**src/rtl/arb_pkg.sv**
```systemverilog
// Shared constants, FSM encoding and the rotating-priority search for the 8-way round-robin arbiter.
// Pure declarations: no latency, no backpressure.
package arb_pkg;

  localparam int N_REQ    = 8;
  localparam int IDX_W    = 3;
  localparam int MAX_HOLD = 16;
  localparam int HOLD_W   = $clog2(MAX_HOLD) + 1;

  typedef enum logic {
    IDLE  = 1'b0,
    GRANT = 1'b1
  } state_t;

  typedef struct packed {
    logic             found;
    logic [IDX_W-1:0] sel;
  } pick_t;

  // Scan downward in offset so the last hit written is the one closest to ptr.
  function automatic pick_t rr_search(input logic [N_REQ-1:0] req,
                                      input logic [IDX_W-1:0] ptr);
    pick_t            p;
    logic [IDX_W-1:0] idx;
    p = '0;
    for (int k = N_REQ - 1; k >= 0; k--) begin
      idx = ptr + IDX_W'(k);
      if (req[idx]) begin
        p.found = 1'b1;
        p.sel   = idx;
      end
    end
    return p;
  endfunction

endpackage

```
**src/rtl/dec_3to8.sv**
```systemverilog
// 3-to-8 one-hot decoder; combinational, zero latency, no backpressure.
module dec_3to8 (
  input  logic [2:0] idx,
  output logic [7:0] onehot
);

  always_comb begin
    onehot      = 8'h00;
    onehot[idx] = 1'b1;
  end

endmodule

```
**src/rtl/rr_arbiter8.sv**
```systemverilog
// 8-way round-robin arbiter with hold-until-release grant; 1-cycle req->grant, back-to-back handoff.
// Owner keeps the grant while its req is high; ARB_TIMEOUT_EN adds MAX_HOLD-cycle preemption.
module rr_arbiter8
  import arb_pkg::*;
(
  input  logic                 clk,
  input  logic                 rst,
  input  logic [N_REQ-1:0]     req,
  output logic                 gnt_valid,
  output logic [IDX_W-1:0]     gnt_idx,
  output logic [N_REQ-1:0]     gnt_onehot,
  output logic                 busy
);

  state_t             state;
  state_t             nxt_state;
  logic [IDX_W-1:0]   ptr;
  logic [IDX_W-1:0]   nxt_ptr;
  logic               nxt_valid;
  logic [IDX_W-1:0]   nxt_idx;
  logic [N_REQ-1:0]   dec_out;
  logic [N_REQ-1:0]   nxt_onehot;
  logic [N_REQ-1:0]   cand;
  logic               owner_release;
  logic               arb;
  pick_t              pick;

`ifdef ARB_TIMEOUT_EN
  localparam logic [HOLD_W-1:0] HOLD_LAST = HOLD_W'(MAX_HOLD - 1);
  logic [HOLD_W-1:0]  hold_cnt;
  logic               preempt;
`endif

  always_comb begin
    // The owner's own bit never competes; a re-request lands behind everyone else.
    cand          = (state == GRANT) ? (req & ~gnt_onehot) : req;
    owner_release = (state == GRANT) && !req[gnt_idx];
    arb           = (state == IDLE) || owner_release;
`ifdef ARB_TIMEOUT_EN
    preempt       = (state == GRANT) && req[gnt_idx] && (hold_cnt == HOLD_LAST) && (|cand);
    arb           = arb || preempt;
`endif
    pick          = rr_search(cand, ptr);

    nxt_state = state;
    nxt_valid = gnt_valid;
    nxt_idx   = gnt_idx;
    nxt_ptr   = ptr;
    if (arb) begin
      if (pick.found) begin
        nxt_state = GRANT;
        nxt_valid = 1'b1;
        nxt_idx   = pick.sel;
        nxt_ptr   = pick.sel + 3'd1;
      end else begin
        nxt_state = IDLE;
        nxt_valid = 1'b0;
        nxt_idx   = '0;
      end
    end
    nxt_onehot = dec_out & {N_REQ{nxt_valid}};
  end

  dec_3to8 u_dec (
    .idx    (nxt_idx),
    .onehot (dec_out)
  );

  always_ff @(posedge clk) begin
    if (rst) begin
      state      <= IDLE;
      gnt_valid  <= 1'b0;
      gnt_idx    <= '0;
      gnt_onehot <= '0;
      ptr        <= '0;
    end else begin
      state      <= nxt_state;
      gnt_valid  <= nxt_valid;
      gnt_idx    <= nxt_idx;
      gnt_onehot <= nxt_onehot;
      ptr        <= nxt_ptr;
    end
  end

`ifdef ARB_TIMEOUT_EN
  // Saturates at the preemption threshold so a lone owner can hold forever.
  always_ff @(posedge clk) begin
    if (rst) begin
      hold_cnt <= '0;
    end else if (arb && pick.found) begin
      hold_cnt <= '0;
    end else if (state == GRANT && hold_cnt != HOLD_LAST) begin
      hold_cnt <= hold_cnt + HOLD_W'(1);
    end
  end
`endif

  assign busy = gnt_valid;

endmodule

```
**config.mk**
```make
export PLATFORM = sky130hd
export DESIGN_NAME = rr_arbiter8
export DESIGN_NICKNAME = d
export VERILOG_FILES = /design/src/rtl/arb_pkg.sv /design/src/rtl/dec_3to8.sv /design/src/rtl/rr_arbiter8.sv
export SDC_FILE = /design/constraint.sdc
export NUM_CORES = 1
export LEC_CHECK = 0
export ABC_AREA = 0
export ABC_CLOCK_PERIOD_IN_PS = 4500
export BUFFER_PORTS_ARGS = -buffer_cell sky130_fd_sc_hd__buf_4
export CORE_MARGIN = 2
export CORE_UTILIZATION = 50
export CTS_CLUSTER_DIAMETER = 80
export DETAILED_ROUTE_END_ITERATION = 10
export GPL_ROUTABILITY_DRIVEN = 0
export PLACE_DENSITY = 0.71
export SETUP_SLACK_MARGIN = 0.5
export SKIP_LAST_GASP = 1
export SLEW_MARGIN = 10
export SYNTH_ARGS = -nofsm -noshare
export SYNTH_HDL_FRONTEND = slang
export SYNTH_SLANG_ARGS = --single-unit
export TNS_END_PERCENT = 20
```
**constraint.sdc**
```tcl
create_clock -name clk -period 4.5 [get_ports clk]
set_clock_uncertainty 0.15 [all_clocks]
set_input_delay 0.9 -clock clk [delete_from_list [all_inputs] [get_ports clk]]
set_output_delay 0.9 -clock clk [all_outputs]
set_load 0.01 [all_outputs]
```
==> metrics.md <==
| Metric | Value |
|---|---|
| Placed Cells | `249` |
| I/O pin count | `23` |
| CP Cell Sequence | `buf_4, mux2_1, a21oi_2, mux4_2, a21o_1, a211oi_2, nor4_1, nor2_1, ha_1, nand2b_1, mux2_1, a31oi_1` |
| Status | `complete, no violations` |
| CP max FO | `19` |
| # diodes | `0` |
| Drt total wl | `4.434 mm` |
| Drt wl/cell | `17.53 um` |
| Inserted Clock Buffers | `3` |
| Unrepaired setup endpoints after global routing | `false` |
| Via count | `roughly 1600` |
| Synth Area in XOR/XNOR | `1.937%` |
| Seq/Total Area, Yosys | `18.36%` |
| Clock latency on the worst-skew pair | `290 ps` |
| Top FF cell, synth | `dfxtp_1` |
| Area leader, netlist | `dfxtp_1` |
| Clk slew on worst S/H paths | `90 ps` |
| Crit end category | `flop` |
| Initial Util | `a little over half` |
| Die height | `approximately 63 um` |
| Pwr Total | `1.555 mW` |
| # hold bufs at CTS | `0` |
| FFs w/ async S/R, synth | `0%` |
| IO Port Bufs | `22` |
| Int Pwr | `0.7704 mW` |
| Vias per cell | `6.356` |
| Layout area overhead | `12.41%` |
| Post-placement setup slack | `585.1 ps` |
| Clock Path Buffers | `2` |
| Final setup viols | `0` |
| DRT Pass-1 Iters | `4` |
| Crit path time final | `around 3600 ps` |
| Nets@finish | `about 220` |
| Logic pwr share | `78.0%` |
| Clk pwr share | `6.2%` |
| Critical path's slowest cell | `nor4_1` |
| Synthesized area per cell | `9.228 um^2` |
| Dpl hpwl | `about 3.4 mm` |
| Multiplexer share of the synthesized area | `26.54%` |
| Root Buffer | `clkbuf_4` |
| Starting DRT DRC Count | `130` |
| Non-filler instance count after layout | `~250` |
| Post-route ant nets | `0` |
| Mapped Area | `between 1500 and 2000 um^2` |
| Max_slew headroom | `48.49%` |
| Area after DPL | `1923 um^2` |
| Synth warnings | `0` |
| Tightest Pin Transition | `771.6 ps` |
| EDFF count, synth | `0` |
| Synth area leaders | `dfxtp_1 18%, mux2i_1 9.8%, mux4_2 9.0%` |
| TritonCTS clock tree | `built` |
| Worst setup SP type | `flop` |
| Flops & latches, synth | `16` |
| First-pass GRT wire length | `7.410 mm` |
| Syn Inst Count | `189` |
| Setup slack after layout | `851.7 ps` |
| CTS H-tree lvls | `1` |
| Area of the die | `3977 um^2` |
| Vias in the first global route | `1484` |
| Most used cell, CP | `mux2_1` |
| Critical path class | `reg2reg` |
| Post-synthesis simple-gate area fraction | `14.92%` |
| Leak | `0.7430 nW` |
| Unique masters post-synth | `54` |
| WP data arrival | `3710 ps` |
| PostCTS Resize Cnt | `0` |
| Post-route core utilization | `58.76%` |
| Synth Area in Adders | `2.152%` |
| Largest family of logic cells by synthesized area | `compound AO/OA/AOI/OAI gates` |
| Largest stage delay on the critical path | `540 ps` |
| Fmax | `roughly 270 MHz` |
| Num Clock Sinks | `16` |
| Top cell type's share of synthesized area | `18.36%` |
| Max-slew violations | `0` |
| Largest net degree at the start of global routing | `20` |
| Setup TNS | `0 ps` |
| Share of layout cells above drive strength 1 | `~30%` |
| Postcts setup bufs | `0` |
| Req. time, crit path | `4560 ps` |
| Site row count | `21` |
| Net Sw Power | `0.7851 mW` |
| Overall Global Routing Usage | `between 20% and 30%` |
| WHS | `417.0 ps` |
| Max IR drop VDD | `0.0004101 V` |
| Max Cap Viol | `0` |
| Hold Vio Cnt, Final | `0` |
| Core area | `roughly 3300 um^2` |
| Worst min-delay path category | `reg2reg` |
| Initial antenna violation count | `0` |
| Fin area | `around 2000 um^2` |
| GRT overflow | `0` |
| Sw Share | `approximately half` |
| Die extent in x | `63.06 um` |
| Period utilization | `81.07%` |
| DRC viols | `0` |
| Synth Area in Compound Gates | `between 30% and 40%` |
| Sequential power share | `15.8%` |
| Power density cells | `793.3 nW/um^2` |
| Syn_nets | `202` |
-- registers in the layout, indices dropped and copies added (netlist names) --
register / cells
busy: 1
gnt_idx: 3
gnt_onehot: 8
ptr: 3
state: 1
-- critical path, delay by kind of cell, from the launching register on --
kind	cells	cell delay [ps]
multiplexers	3	1060
adder cells (fa/ha/maj)	1	270
AND/OR/NAND/NOR	3	810
flip-flops	1	340
buffers and inverters	1	290
AO/OA/AOI/OAI	4	630
-- final cells by class --
cell class	instances	area (um^2)
clock buffers	4	36.28
fillers	301	1376
multi-input cells	154	1328
repair buffers	25	187.7
flip-flops and latches	16	321.6
well taps	46	57.56
inverters	8	30.03
-- power by group through the flow --
stage | Combinational [mW] | Sequential (mW) | Clock, mW
6_report | 1.21 | 0.245 | 0.0964
5_1_grt | 1.32 | 0.256 | 0.105
4_1_cts | 1.20 | 0.244 | 0.0970
3_5_place_dp | 1.19 | 0.247 | 0
3_3_place_gp | 1.17 | 0.245 | 0
2_1_floorplan | 0.951 | 0.236 | 0
-- Yosys cell counts, drive strengths merged (2+ instances only) --
cell type	count
o31ai	3
nand2	8
mux4	7
inv	8
a31oi	3
o2111ai	2
nor3	7
o21ai	6
clkbuf	5
o22ai	2
a22oi	2
ha	3
nor3b	8
o22a	2
mux2i	17
a21oi	18
nand2b	2
mux2	11
xnor2	3
buf	6
nor2	17
o211ai	2
dfxtp	16
a21o	5
o221ai	2
a211oi	8
-- metal layers --
layer  vias up  share of wire, %  global-route usage, %
met4         0              0.95                  1.944
li1        767                 -                      -
met1       773                46                  32.63
met3         8               6.4                  3.571
met5         -                 0                      0
met2        60                47                  37.77
-- final timing paths --
| check | start | end | slack [ps] | cells past startpoint |
|---|---|---|---|---|
| max | ptr[0] | ptr[2] | 850 | 12 |
| min | busy | busy | 420 | 1 |
| max reg2reg | ptr[0] | ptr[2] | 850 | 12 |
| min reg2reg | busy | busy | 420 | 1 |
-- logic make-up (layout without fill, tap and decap cells) --
group                    count (synthesis)  count (layout)
flip-flops                              16              16
multiplexers                            35              35
AO/OA/AOI/OAI                           65              65
AND/OR/NAND/NOR                         48              48
XOR/XNOR                                 3               3
buffers and inverters                   19              37
adder cells (fa/ha/maj)                  3               3
-- layout by cell type, fill, tap and decap left out, drive strengths merged, types with 2 or more instances in the layout --
cell type / count
xnor2: 3
nor2: 17
a211oi: 8
nand2: 8
inv: 8
o31ai: 3
o221ai: 2
clkbuf: 4
nor3b: 8
mux2i: 17
a31oi: 3
o21ai: 6
mux2: 11
a21oi: 18
buf: 25
o211ai: 2
ha: 3
o2111ai: 2
a22oi: 2
a21o: 5
o22a: 2
dfxtp: 16
nor3: 7
nand2b: 2
o22ai: 2
mux4: 7
Note: power is estimated with default switching activity, not from simulation.
